## src/rtl/iic_pkg.sv

```systemverilog
// ---------------------------------------------------------------------------
// iic_pkg
// Shared definitions for the IIC EEPROM slave:
//   - iic_state_e      : byte-level protocol FSM states
//   - DEV_ID_DEFAULT   : default upper nibble of the 7-bit device address
//   - IIC_BITS         : clocks per IIC byte transfer (8 data + 1 ACK)
//   - BYTE_DONE        : bit-counter value once all 8 data bits are sampled
//   - dev_match()      : compares a received address byte against the device
// ---------------------------------------------------------------------------
package iic_pkg;

   typedef enum logic [3:0] {
      IDLE,
      DEV_ADDR,
      DEV_ACK,
      WORD_ADDR,
      WA_ACK,
      WR_DATA,
      WR_ACK,
      RD_DATA,
      RD_ACK
   } iic_state_e;

   localparam logic [3:0] DEV_ID_DEFAULT = 4'b1010;

   localparam int unsigned IIC_BITS  = 9;
   localparam int unsigned BIT_CNT_W = $clog2(IIC_BITS + 1);

   // The counter counts sampled rising edges, so it holds 8 on the falling
   // edge that ends the last data bit of a byte.
   localparam logic [BIT_CNT_W-1:0] BYTE_DONE = BIT_CNT_W'(IIC_BITS - 1);

   // Upper seven bits of the address byte against {id, a2, a1, a0};
   // bit 0 is the R/W flag and does not take part in the match.
   function automatic logic dev_match(input logic [7:0] addr_byte,
                                      input logic [3:0] id,
                                      input logic [2:0] straps);
      return addr_byte[7:1] == {id, straps};
   endfunction

endpackage

```

## src/rtl/iic_bus_sync.sv

```systemverilog
// ---------------------------------------------------------------------------
// iic_bus_sync
// Two-flop synchronizers for SCL and SDA plus edge / START / STOP detection,
// all derived from the synchronized values.
// Ports:
//   clk, reset_n   : system clock, async active-low reset
//   scl, sda       : raw bus lines from the pads
//   sda_s          : synchronized SDA
//   scl_rise/fall  : one-cycle pulses on synchronized SCL edges
//   start_det      : one-cycle pulse, SDA fell while SCL high
//   stop_det       : one-cycle pulse, SDA rose while SCL high
// ---------------------------------------------------------------------------
module iic_bus_sync (
   input  logic clk,
   input  logic reset_n,
   input  logic scl,
   input  logic sda,
   output logic sda_s,
   output logic scl_rise,
   output logic scl_fall,
   output logic start_det,
   output logic stop_det
);

   logic scl_m, scl_s, scl_d;
   logic sda_m, sda_d;

   // Reset to 1 so a released reset looks like an idle bus, not an edge.
   always_ff @(posedge clk or negedge reset_n) begin
      if (!reset_n) begin
         scl_m <= 1'b1;
         scl_s <= 1'b1;
         scl_d <= 1'b1;
         sda_m <= 1'b1;
         sda_s <= 1'b1;
         sda_d <= 1'b1;
      end else begin
         scl_m <= scl;
         scl_s <= scl_m;
         scl_d <= scl_s;
         sda_m <= sda;
         sda_s <= sda_m;
         sda_d <= sda_s;
      end
   end

   always_comb begin
      scl_rise  =  scl_s & ~scl_d;
      scl_fall  = ~scl_s &  scl_d;
      // SCL must be high on both samples so an SDA change that coincides
      // with an SCL edge is not mistaken for a bus condition.
      start_det =  scl_s &  scl_d &  sda_d & ~sda_s;
      stop_det  =  scl_s &  scl_d & ~sda_d &  sda_s;
   end

endmodule

```

## src/rtl/iic_eeprom_slave.sv

```systemverilog
// ---------------------------------------------------------------------------
// iic_eeprom_slave
// IIC serial EEPROM slave with an inferred 2**ADDR_W byte memory, page-wrap
// writes, full-wrap sequential reads, random read via repeated START and
// write protection.
// Parameters:
//   DEV_ID  : upper nibble of the 7-bit device address
//   ADDR_W  : word-address width (at most 8, one address byte is received)
//   PAGE_W  : page-offset width, writes wrap inside 2**PAGE_W bytes
// Ports:
//   clk      : system clock, at least 8x SCL
//   reset_n  : async active-low reset
//   scl, sdi : IIC clock and data as seen at the pads
//   a0..a2   : device-address straps
//   wp       : write protect, 1 blocks memory writes
//   sdo_oe   : open-drain pull-down enable for SDA
//   busy     : set on address match, cleared on STOP or START
// ---------------------------------------------------------------------------
module iic_eeprom_slave
   import iic_pkg::*;
#(
   parameter logic [3:0] DEV_ID = DEV_ID_DEFAULT,
   parameter int unsigned ADDR_W = 8,
   parameter int unsigned PAGE_W = 3
) (
   input  logic clk,
   input  logic reset_n,
   input  logic scl,
   input  logic sdi,
   input  logic a0,
   input  logic a1,
   input  logic a2,
   input  logic wp,
   output logic sdo_oe,
   output logic busy
);

   localparam int unsigned DEPTH = 2 ** ADDR_W;

   logic sda_s, scl_rise, scl_fall, start_det, stop_det;

   iic_bus_sync u_bus_sync (
      .clk       (clk),
      .reset_n   (reset_n),
      .scl       (scl),
      .sda       (sdi),
      .sda_s     (sda_s),
      .scl_rise  (scl_rise),
      .scl_fall  (scl_fall),
      .start_det (start_det),
      .stop_det  (stop_det)
   );

   iic_state_e             state, state_nx;
   logic [BIT_CNT_W-1:0]   bit_cnt, bit_cnt_nx;
   logic [ADDR_W-1:0]      ptr, ptr_nx;
   logic                   sdo_oe_nx, busy_nx;
   logic                   nack, nack_nx;
   logic                   wr_ok, wr_ok_nx;
   logic                   shift_en, tx_load, mem_we;

   logic [7:0]             shreg;
   logic [7:0]             tx;
   logic [7:0]             rd_q;
   logic [7:0]             mem [DEPTH];

   // Only the page-offset bits advance, so a burst stays inside its page.
   function automatic logic [ADDR_W-1:0] page_inc(input logic [ADDR_W-1:0] a);
      return {a[ADDR_W-1:PAGE_W], a[PAGE_W-1:0] + PAGE_W'(1)};
   endfunction

   always_ff @(posedge clk or negedge reset_n) begin
      if (!reset_n) begin
         state   <= IDLE;
         bit_cnt <= '0;
         ptr     <= '0;
         sdo_oe  <= 1'b0;
         busy    <= 1'b0;
         nack    <= 1'b0;
         wr_ok   <= 1'b0;
      end else begin
         state   <= state_nx;
         bit_cnt <= bit_cnt_nx;
         ptr     <= ptr_nx;
         sdo_oe  <= sdo_oe_nx;
         busy    <= busy_nx;
         nack    <= nack_nx;
         wr_ok   <= wr_ok_nx;
      end
   end

   always_comb begin
      state_nx   = state;
      bit_cnt_nx = bit_cnt;
      ptr_nx     = ptr;
      sdo_oe_nx  = sdo_oe;
      busy_nx    = busy;
      nack_nx    = nack;
      wr_ok_nx   = wr_ok;
      shift_en   = 1'b0;
      tx_load    = 1'b0;
      mem_we     = 1'b0;

      if (stop_det) begin
         state_nx   = IDLE;
         bit_cnt_nx = '0;
         sdo_oe_nx  = 1'b0;
         busy_nx    = 1'b0;
      end else if (start_det) begin
         state_nx   = DEV_ADDR;
         bit_cnt_nx = '0;
         sdo_oe_nx  = 1'b0;
         busy_nx    = 1'b0;
      end else if (scl_rise) begin
         // Sampling edge: bits move into the device.
         case (state)
            DEV_ADDR, WORD_ADDR: begin
               shift_en   = 1'b1;
               bit_cnt_nx = bit_cnt + 1'b1;
            end
            WR_DATA: begin
               shift_en   = 1'b1;
               bit_cnt_nx = bit_cnt + 1'b1;
               if (bit_cnt == BYTE_DONE - 1'b1) begin
                  // Byte completes on this edge; wp is latched here so the
                  // ACK and pointer step agree with what was written.
                  mem_we   = ~wp;
                  wr_ok_nx = ~wp;
               end
            end
            RD_DATA: bit_cnt_nx = bit_cnt + 1'b1;
            RD_ACK:  nack_nx    = sda_s;
            default: ;
         endcase
      end else if (scl_fall) begin
         // Driving edge: SDA ownership and state changes happen here.
         case (state)
            DEV_ADDR: begin
               if (bit_cnt == BYTE_DONE) begin
                  bit_cnt_nx = '0;
                  if (dev_match(shreg, DEV_ID, {a2, a1, a0})) begin
                     state_nx  = DEV_ACK;
                     sdo_oe_nx = 1'b1;
                     busy_nx   = 1'b1;
                  end else begin
                     state_nx  = IDLE;
                     sdo_oe_nx = 1'b0;
                  end
               end
            end
            DEV_ACK: begin
               bit_cnt_nx = '0;
               // shreg still holds the address byte; bit 0 is R/W.
               if (shreg[0]) begin
                  state_nx  = RD_DATA;
                  tx_load   = 1'b1;
                  sdo_oe_nx = ~rd_q[7];
               end else begin
                  state_nx  = WORD_ADDR;
                  sdo_oe_nx = 1'b0;
               end
            end
            WORD_ADDR: begin
               if (bit_cnt == BYTE_DONE) begin
                  bit_cnt_nx = '0;
                  ptr_nx     = shreg[ADDR_W-1:0];
                  state_nx   = WA_ACK;
                  sdo_oe_nx  = 1'b1;
               end
            end
            WA_ACK: begin
               state_nx  = WR_DATA;
               sdo_oe_nx = 1'b0;
            end
            WR_DATA: begin
               if (bit_cnt == BYTE_DONE) begin
                  bit_cnt_nx = '0;
                  state_nx   = WR_ACK;
                  sdo_oe_nx  = wr_ok;
                  if (wr_ok) begin
                     ptr_nx = page_inc(ptr);
                  end
               end
            end
            WR_ACK: begin
               state_nx  = WR_DATA;
               sdo_oe_nx = 1'b0;
            end
            RD_DATA: begin
               if (bit_cnt == BYTE_DONE) begin
                  bit_cnt_nx = '0;
                  state_nx   = RD_ACK;
                  sdo_oe_nx  = 1'b0;
                  ptr_nx     = ptr + 1'b1;
               end else begin
                  // 7 - bit_cnt selects the next bit, MSB first.
                  sdo_oe_nx = ~tx[~bit_cnt[2:0]];
               end
            end
            RD_ACK: begin
               if (nack) begin
                  state_nx  = IDLE;
                  sdo_oe_nx = 1'b0;
               end else begin
                  state_nx  = RD_DATA;
                  tx_load   = 1'b1;
                  sdo_oe_nx = ~rd_q[7];
               end
            end
            default: ;
         endcase
      end
   end

   // Datapath registers carry no reset; the FSM decides when they matter.
   always_ff @(posedge clk) begin
      if (shift_en) begin
         shreg <= {shreg[6:0], sda_s};
      end
      if (tx_load) begin
         tx <= rd_q;
      end
   end

   // Registered read keeps one read and one write port; the pointer is
   // stable for many clocks before each byte is loaded.
   always_ff @(posedge clk) begin
      rd_q <= mem[ptr];
      if (mem_we) begin
         mem[ptr] <= {shreg[6:0], sda_s};
      end
   end

endmodule

```

## config.mk

```make
export PLATFORM = sky130hd
export DESIGN_NAME = iic_eeprom_slave
export DESIGN_NICKNAME = d
export VERILOG_FILES = /design/src/rtl/iic_pkg.sv /design/src/rtl/iic_bus_sync.sv /design/src/rtl/iic_eeprom_slave.sv
export SDC_FILE = /design/constraint.sdc
export NUM_CORES = 2
export LEC_CHECK = 0
export ABC_AREA = 1
export BUFFER_PORTS_ARGS = -buffer_cell sky130_fd_sc_hd__clkbuf_2
export CAP_MARGIN = 20
export CORE_MARGIN = 8
export CORE_UTILIZATION = 30
export CTS_BUF_LIST = sky130_fd_sc_hd__clkbuf_8
export DETAILED_ROUTE_END_ITERATION = 12
export GPL_TIMING_DRIVEN = 0
export MAX_ROUTING_LAYER = met4
export SYNTH_ARGS = -nofsm -noshare
export SYNTH_HDL_FRONTEND = slang
export SYNTH_SLANG_ARGS = --single-unit
```

## constraint.sdc

```tcl
create_clock -name clk -period 4.6 [get_ports clk]
set_input_delay 0.92 -clock clk [delete_from_list [all_inputs] [get_ports clk]]
set_output_delay 0.92 -clock clk [all_outputs]
set_load 0.01 [all_outputs]
```

-- Word-level counts from Yosys, hierarchy flattened
Memory sizes are Yosys's and may differ from the RTL's. A register that Yosys moved wholly into a read port is not among the register bits.
Cells that the tools add are included.
- register bits: 42
- bits in writable memories: 2048
- bits of input ports: 8
- output and inout port bits: 2
- logic and storage cells: 145
- memories kept: 1
- memories (name ; depth ; width ; rd ports ; clocked after memory_dff ; wr ports ; RTL line ; RTL):
    mem ; 256 ; 8 ; 1 ; 1 ; 1 ; iic_eeprom_slave.sv:65 ; logic [7:0] mem [DEPTH];
- add/sub/neg operators: 3
- magnitude comparators: 1
- eq/ne operators: 23
- multiplexer cells: 63
- bitwise operators: 19
- reductions and logical operators: 19
- operator list (cell ; number):
    2-to-1 mux 4 bit ; 14
    2-to-1 mux 1 bit ; 36
    case mux 4 bit (7 select lines) ; 1
    case mux 8 bit (3 select lines) ; 1
    equality test 4 x 3 -> 1 bit (second input constant) ; 5
    2-to-1 mux 8 bit ; 2
    != test 4 bit (second input constant) ; 4
    nonzero test 3 bit ; 5
    2-to-1 mux 3 bit ; 4
    inverter 1 bit ; 11
    AND reduction 5 bit ; 2
    AND reduction 9 bit ; 1
    nonzero test 9 bit ; 1
    adder 8 x 1 -> 8 bit (second input constant) ; 1
    equality test 4 x 2 -> 1 bit (second input constant) ; 2
    equality test 4 bit (second input constant) ; 2
    != test 2 bit (second input constant) ; 4
    case mux 4 bit (2 select lines) ; 1
    AND reduction 4 bit ; 2
    AND reduction 8 bit ; 1
    AND 1 bit ; 7
    equality test 7 bit ; 1
    case mux 1 bit (7 select lines) ; 1
    AND reduction 7 bit ; 1
    other kinds (18) ; 18

-- Depth between registers and ports, before layout
- depth in word-level cells: 10
- gate-level depth with buffers: 16
- gate-level depth less buffers: 13

-- Hierarchy
A second synthesis with hierarchy kept.
- cell total of the unflattened synthesis: 8692
- area, all modules: 89387.0 um2
- by module, submodules not included (module ; instances ; cells an instance ; area each (um2) ; sequential area each (um2)):
    iic_eeprom_slave ; 1 ; 8675 ; 89188.0 ; 62640.1
    iic_bus_sync ; 1 ; 17 ; 198.9 ; 157.7

-- Worst setup path after synthesis
No wires, ideal clock.
- path kind: reg2reg
- start point: reg shreg[0]
- end point: reg tx[0] (enable)
- library setup time: 383 ps
- arrival: 4280 ps
- required time: 4217 ps
- setup slack: -63 ps
- stages on the path, launching flop included: 5
- buffers on the path: 0
- period minus slack after synthesis: 4663 ps
- cells stage by stage: edfxtp_1 inv_1 o21ai_0 inv_1 nor3_1
- word-level cells in the longest chain between the ends: 6
- ends and longest elaborated chain (item ; RTL line ; RTL):
    start: declaration ; iic_eeprom_slave.sv:62 ; logic [7:0] shreg;
    start signal: assignment ; iic_eeprom_slave.sv:218 ; shreg <= {shreg[6:0], sda_s};
    2-to-1 mux 1 bit ; iic_eeprom_slave.sv:154 ; if (shreg[0]) begin
    case mux 1 bit (2 select lines) ; iic_eeprom_slave.sv:137 ; case (state)
    2-to-1 mux 1 bit ; iic_eeprom_slave.sv:135 ; end else if (scl_fall) begin
    2-to-1 mux 1 bit ; iic_eeprom_slave.sv:114 ; end else if (scl_rise) begin
    2-to-1 mux 1 bit ; iic_eeprom_slave.sv:109 ; end else if (start_det) begin
    2-to-1 mux 1 bit ; iic_eeprom_slave.sv:104 ; if (stop_det) begin
    net tx_load ; iic_eeprom_slave.sv:60 ; logic shift_en, tx_load, mem_we;
    end signal: assignment ; iic_eeprom_slave.sv:221 ; tx <= rd_q;
    end: declaration ; iic_eeprom_slave.sv:63 ; logic [7:0] tx;
The timed path passes the listed nets, and every way through them passes these cells.
A chain may end at the register's enable or synchronous reset.

-- Worst setup path in the final report
- start point: reg ptr[2]
- end point: mem mem[111][2] (enable)
- RTL lines (item ; RTL line ; RTL):
    start: declaration ; iic_eeprom_slave.sv:56 ; logic [ADDR_W-1:0] ptr, ptr_nx;
    start signal: assignment ; iic_eeprom_slave.sv:84 ; ptr <= ptr_nx;
    end: declaration ; iic_eeprom_slave.sv:65 ;
No word-level cell before the write port.

==> results.md <==
Run status:
- The run finished, with violations left.
- The final reports fail on setup timing.

Die:
- For this configuration, the core starts out at a cell density of 0.301.
- The number of top-level design ports is 10.
- The die footprint is 0.316 sq mm.
- From left edge to right edge, the die measures 562 um.
- After floorplanning, the core was sized to cover 0.297 sq mm.
- Row generation in the floorplan step produced 200 rows.
- The floorplan step set the die height to 562 um.

Power and ir drop:
- The net switching power of the design is 9.38 mW.
- Of the total power, the share spent switching nets is 0.240.
- The internal cell power is 29.6 mW.
- The worst IR drop on VDD is 0.206 mV.
- Power spread over the standard cell area amounts to 376 mW/mm^2.
- The power share of the sequential group is 0.548.
- For this design the static power due to leakage is 41.5 nW.
- The clock share of power is 0.389.
- The share of total power dissipated in combinational logic is 0.063.

Global route:
- The largest net degree at the start of global routing is 77.
- After global routing, the most crowded layer is met2.
- The first-pass GRT wire length is 401 mm.
- For this run, global-route usage on met3 was measured as 0.0357.
- For this run, the total global-route usage over all layers was measured as 0.177.
- For met2 alone, demand over resource in global routing was 0.262.
- The global routing met1 resource utilization is 0.237.
- The initial antenna violation count is 18.
- The total congestion overflow after global routing is 0.
- The number of global-route vias before repair was 59,000.

Placed design:
- Detailed placement ended at an HPWL of 201 mm.
- The count of buffers added on input and output ports is 9.
- The setup slack at placement is -802 ps.
- The weighted congestion reported at the end of routability-driven placement is 0.941.

Run:
- Across the run, the number of max-cap violations was 0.

STA:
- Timing would allow up to 212 MHz.
- The remaining max-slew budget at the tightest pin is 0.232.
- The time the worst path needs with I/O delays and setup is 4710 ps.
- The hold violation total from the final report is 0.
- After layout, the worst setup slack is -110 ps.
- Of the available clock period, the critical path in the final layout requires 1.02.
- Setup violations remaining at the end of the flow were counted as 112.
- Between clock sinks in the finished design, the worst skew comes to 88.9 ps.
- Setup repair after global routing could not meet its margin everywhere.
- The max-slew violation count was 0.
- Across all hold checks on the routed design, the worst slack comes to 356 ps.
- For the pin with the worst max-slew slack, the measured transition is 1150 ps.

Routing:
- The number of search-and-repair iterations in the first detailed-routing pass is 6.
- After detailed routing, the number of vias per cell comes to 4.73.
- For this run, design rule violations remaining after detail routing come to 0.
- The total wirelength of the detailed-routed design is 283 mm.
- The count of nets left with antenna violations once routing finished came out at 0.
- The routed length per instance is 21.2 um.
- Across all layers, the routed design uses 63,200 vias.
- After the first detailed-routing iteration, the DRC count stood at 7,986.

Yosys:
- For this run, the register share of the synthesized area comes to 0.703.
- The net count after synthesis is 8,696.
- The unique cell type count in the Yosys netlist is 40.
- In this run, synthesis produced a sequential element count of 2,098.
- The area share of the leading cell type in the synthesized netlist is 0.694.
- The synthesized design spends more area on one cell type than any other, namely edfxtp_1.
- Averaged over all synthesized cells, the footprint is 10.3 sq um.
- After technology mapping, the gate count stands at 8,679.
- Ranked by total cell area, the synthesized netlist is headed by edfxtp_1 (69%), nand2_1 (14%), nor2_1 (3.9%).
- The total of warnings raised by yosys is 0.
- The synthesized netlist occupies a cell area of 0.0894 sq mm.

Clock network:
- For the worst-skew pair, the clock arrives at the later sink with an insertion delay of 1080 ps.
- The cell chosen for the clock root is clkbuf_8.
- After clock tree synthesis, the clock-pin slew on the worst setup and hold paths is 60 ps.
- The clock sink total is 2,098.
- The number of buffers added by the clock tree synthesis step is 359.
- The H-tree generated during clock tree synthesis spans 5 levels.
- The TritonCTS clock tree is built.
- The maximum clock insertion buffer count is 4.

Layout:
- Measured on the finished design, the core utilization comes to 0.350.
- From synthesis to final layout, the design area changed by 16.2%.
- The net count of the finished layout is 9,176.
- In the final layout, the share of cells above drive strength 1 is 0.0974.

Critical path:
- By startpoint and endpoint, the worst setup path is classified as register to register.
- The maximum fanout count along the critical path is 10.
- The type of origin of the critical path is a register.
- At the worst endpoint, the arrival time is 5350 ps.
- STA classifies the critical path endpoint as a register.
- The required time at the worst-slack endpoint is 5240 ps.

Worst hold path:
- The tightest min-delay check is of the register to register type.
[cell usage after synthesis, drive strengths merged]
master / instances
nor4: 2
dfstp: 6
dfrtp: 20
buf: 225
nand2: 3410
a22oi: 2
clkbuf: 218
a211oi: 1
o2bb2ai: 2
xnor2: 1
edfxtp: 2064
nand4: 8
clkinv: 3
xor2: 3
o211ai: 2
nand3: 365
o2111ai: 2
inv: 790
o21ai: 582
o32ai: 1
a31oi: 4
nor3: 4
nor2: 939
ha: 9
dfxtp: 8
a21oi: 6
mux2i: 2
[routing by layer]
layer / share of wire / vias to the layer above
met2: 0.44 / 3210
met5: 0 / -
met1: 0.41 / 30200
met3: 0.10 / 583
met4: 0.048 / 0
li1: - / 29300
[per-stage QoR]
stage | cell area, sq um | cells | power (mW) | TNS, ps
after floorplan | 89400 | 8679 | 22.7 | 0
after global routing | 104000 | 13400 | 40.1 | -778
after global placement | 94300 | 12600 | 23.9 | -
final | 104000 | 13400 | 39.0 | -3460
after CTS | 104000 | 13400 | 39.1 | -6330
after detailed placement | 97100 | 12700 | 24.1 | -340690
[area by class of cell]
cell class | count | area (sq um)
timing repair buffer | 121 | 2870
clock buffer | 378 | 5200
fill | 29400 | 193000
sequential | 2098 | 62800
inverter | 793 | 2980
tap | 3939 | 4930
buffer | 441 | 2030
multi-input combinational | 5345 | 22000
clock inverter | 239 | 1040
antenna | 6 | 15.0
[cells in the final DEF (no fill, tap or decap), types with 33 or more instances in the layout]
| cell | count |
|---|---|
| nand2_1 | 3392 |
| edfxtp_1 | 2064 |
| inv_1 | 906 |
| nor2_1 | 801 |
| o21ai_0 | 527 |
| clkbuf_8 | 378 |
| nand3_1 | 365 |
| clkbuf_1 | 196 |
| buf_2 | 169 |
| nor2_2 | 126 |
| buf_16 | 93 |
| clkinv_1 | 84 |
| o21ai_1 | 55 |
| buf_1 | 33 |
[cell families after synthesis]
kind of cell | count (synthesis) | share of synthesized area
adder cells (fa/ha/maj) | 9 | 0.00126
XOR/XNOR | 4 | 0.000392
flip-flops | 2098 | 0.703
AO/OA/AOI/OAI | 602 | 0.0341
AND/OR/NAND/NOR | 4728 | 0.206
buffers and inverters | 1236 | 0.0557
multiplexers | 2 | 0.000224
[critical path: stages (launching register included)]
cell and delay (ps):
dfrtp_1 340, clkbuf_1 450, nand2_1 160, clkinv_1 190, buf_2 500, buf_2 440, nand2_1 750, clkbuf_2 780
nor2_2 640
[power by group through the flow]
stage | registers [mW] | clock network [mW] | logic (mW)
floorplan | 22.1 | 0 | 0.643
global placement | 22.7 | 0 | 1.28
detailed placement | 21.8 | 0 | 2.33
CTS | 21.4 | 15.4 | 2.34
global route | 21.4 | 16.2 | 2.50
finish | 21.4 | 15.2 | 2.44
[registers in the layout, indices dropped and copies added, names as in the netlist, 4 cells and up]
register / flops
bit_cnt: 4
mem: 2048
ptr: 8
rd_q: 8
shreg: 8
state: 4
tx: 8
[path summary, 6_finish.rpt]
check	startpoint	end	slack (ps)	cells past startpoint
worst max register to register	ptr[2]$_DFFE_PN0P_	mem[111][2]$_DFFE_PP_	-110	8
max in group asynchronous	reset_n	ptr[2]$_DFFE_PN0P_	3390	2
worst max-delay path	ptr[2]$_DFFE_PN0P_	mem[111][2]$_DFFE_PP_	-110	8
worst min-delay path	u_bus_sync.sda_m$_DFF_PN1_	u_bus_sync.sda_s$_DFF_PN1_	360	0
min in group asynchronous	reset_n	busy$_DFFE_PN0P_	570	2
worst min register to register	u_bus_sync.sda_m$_DFF_PN1_	u_bus_sync.sda_s$_DFF_PN1_	360	0
[repair_timing]
| item | CTS | global route |
|---|---|---|
| hold buffers | 3 | 0 |
| endpoints found under the setup margin | 1220 | 1037 |
| buffers inserted | 0 | 1 |
| resized for setup | 96 | 60 |
| hold endpoints to repair | 22 | 0 |
| cloned | 0 | 0 |
No activity file was read; power rests on OpenSTA's default activity.
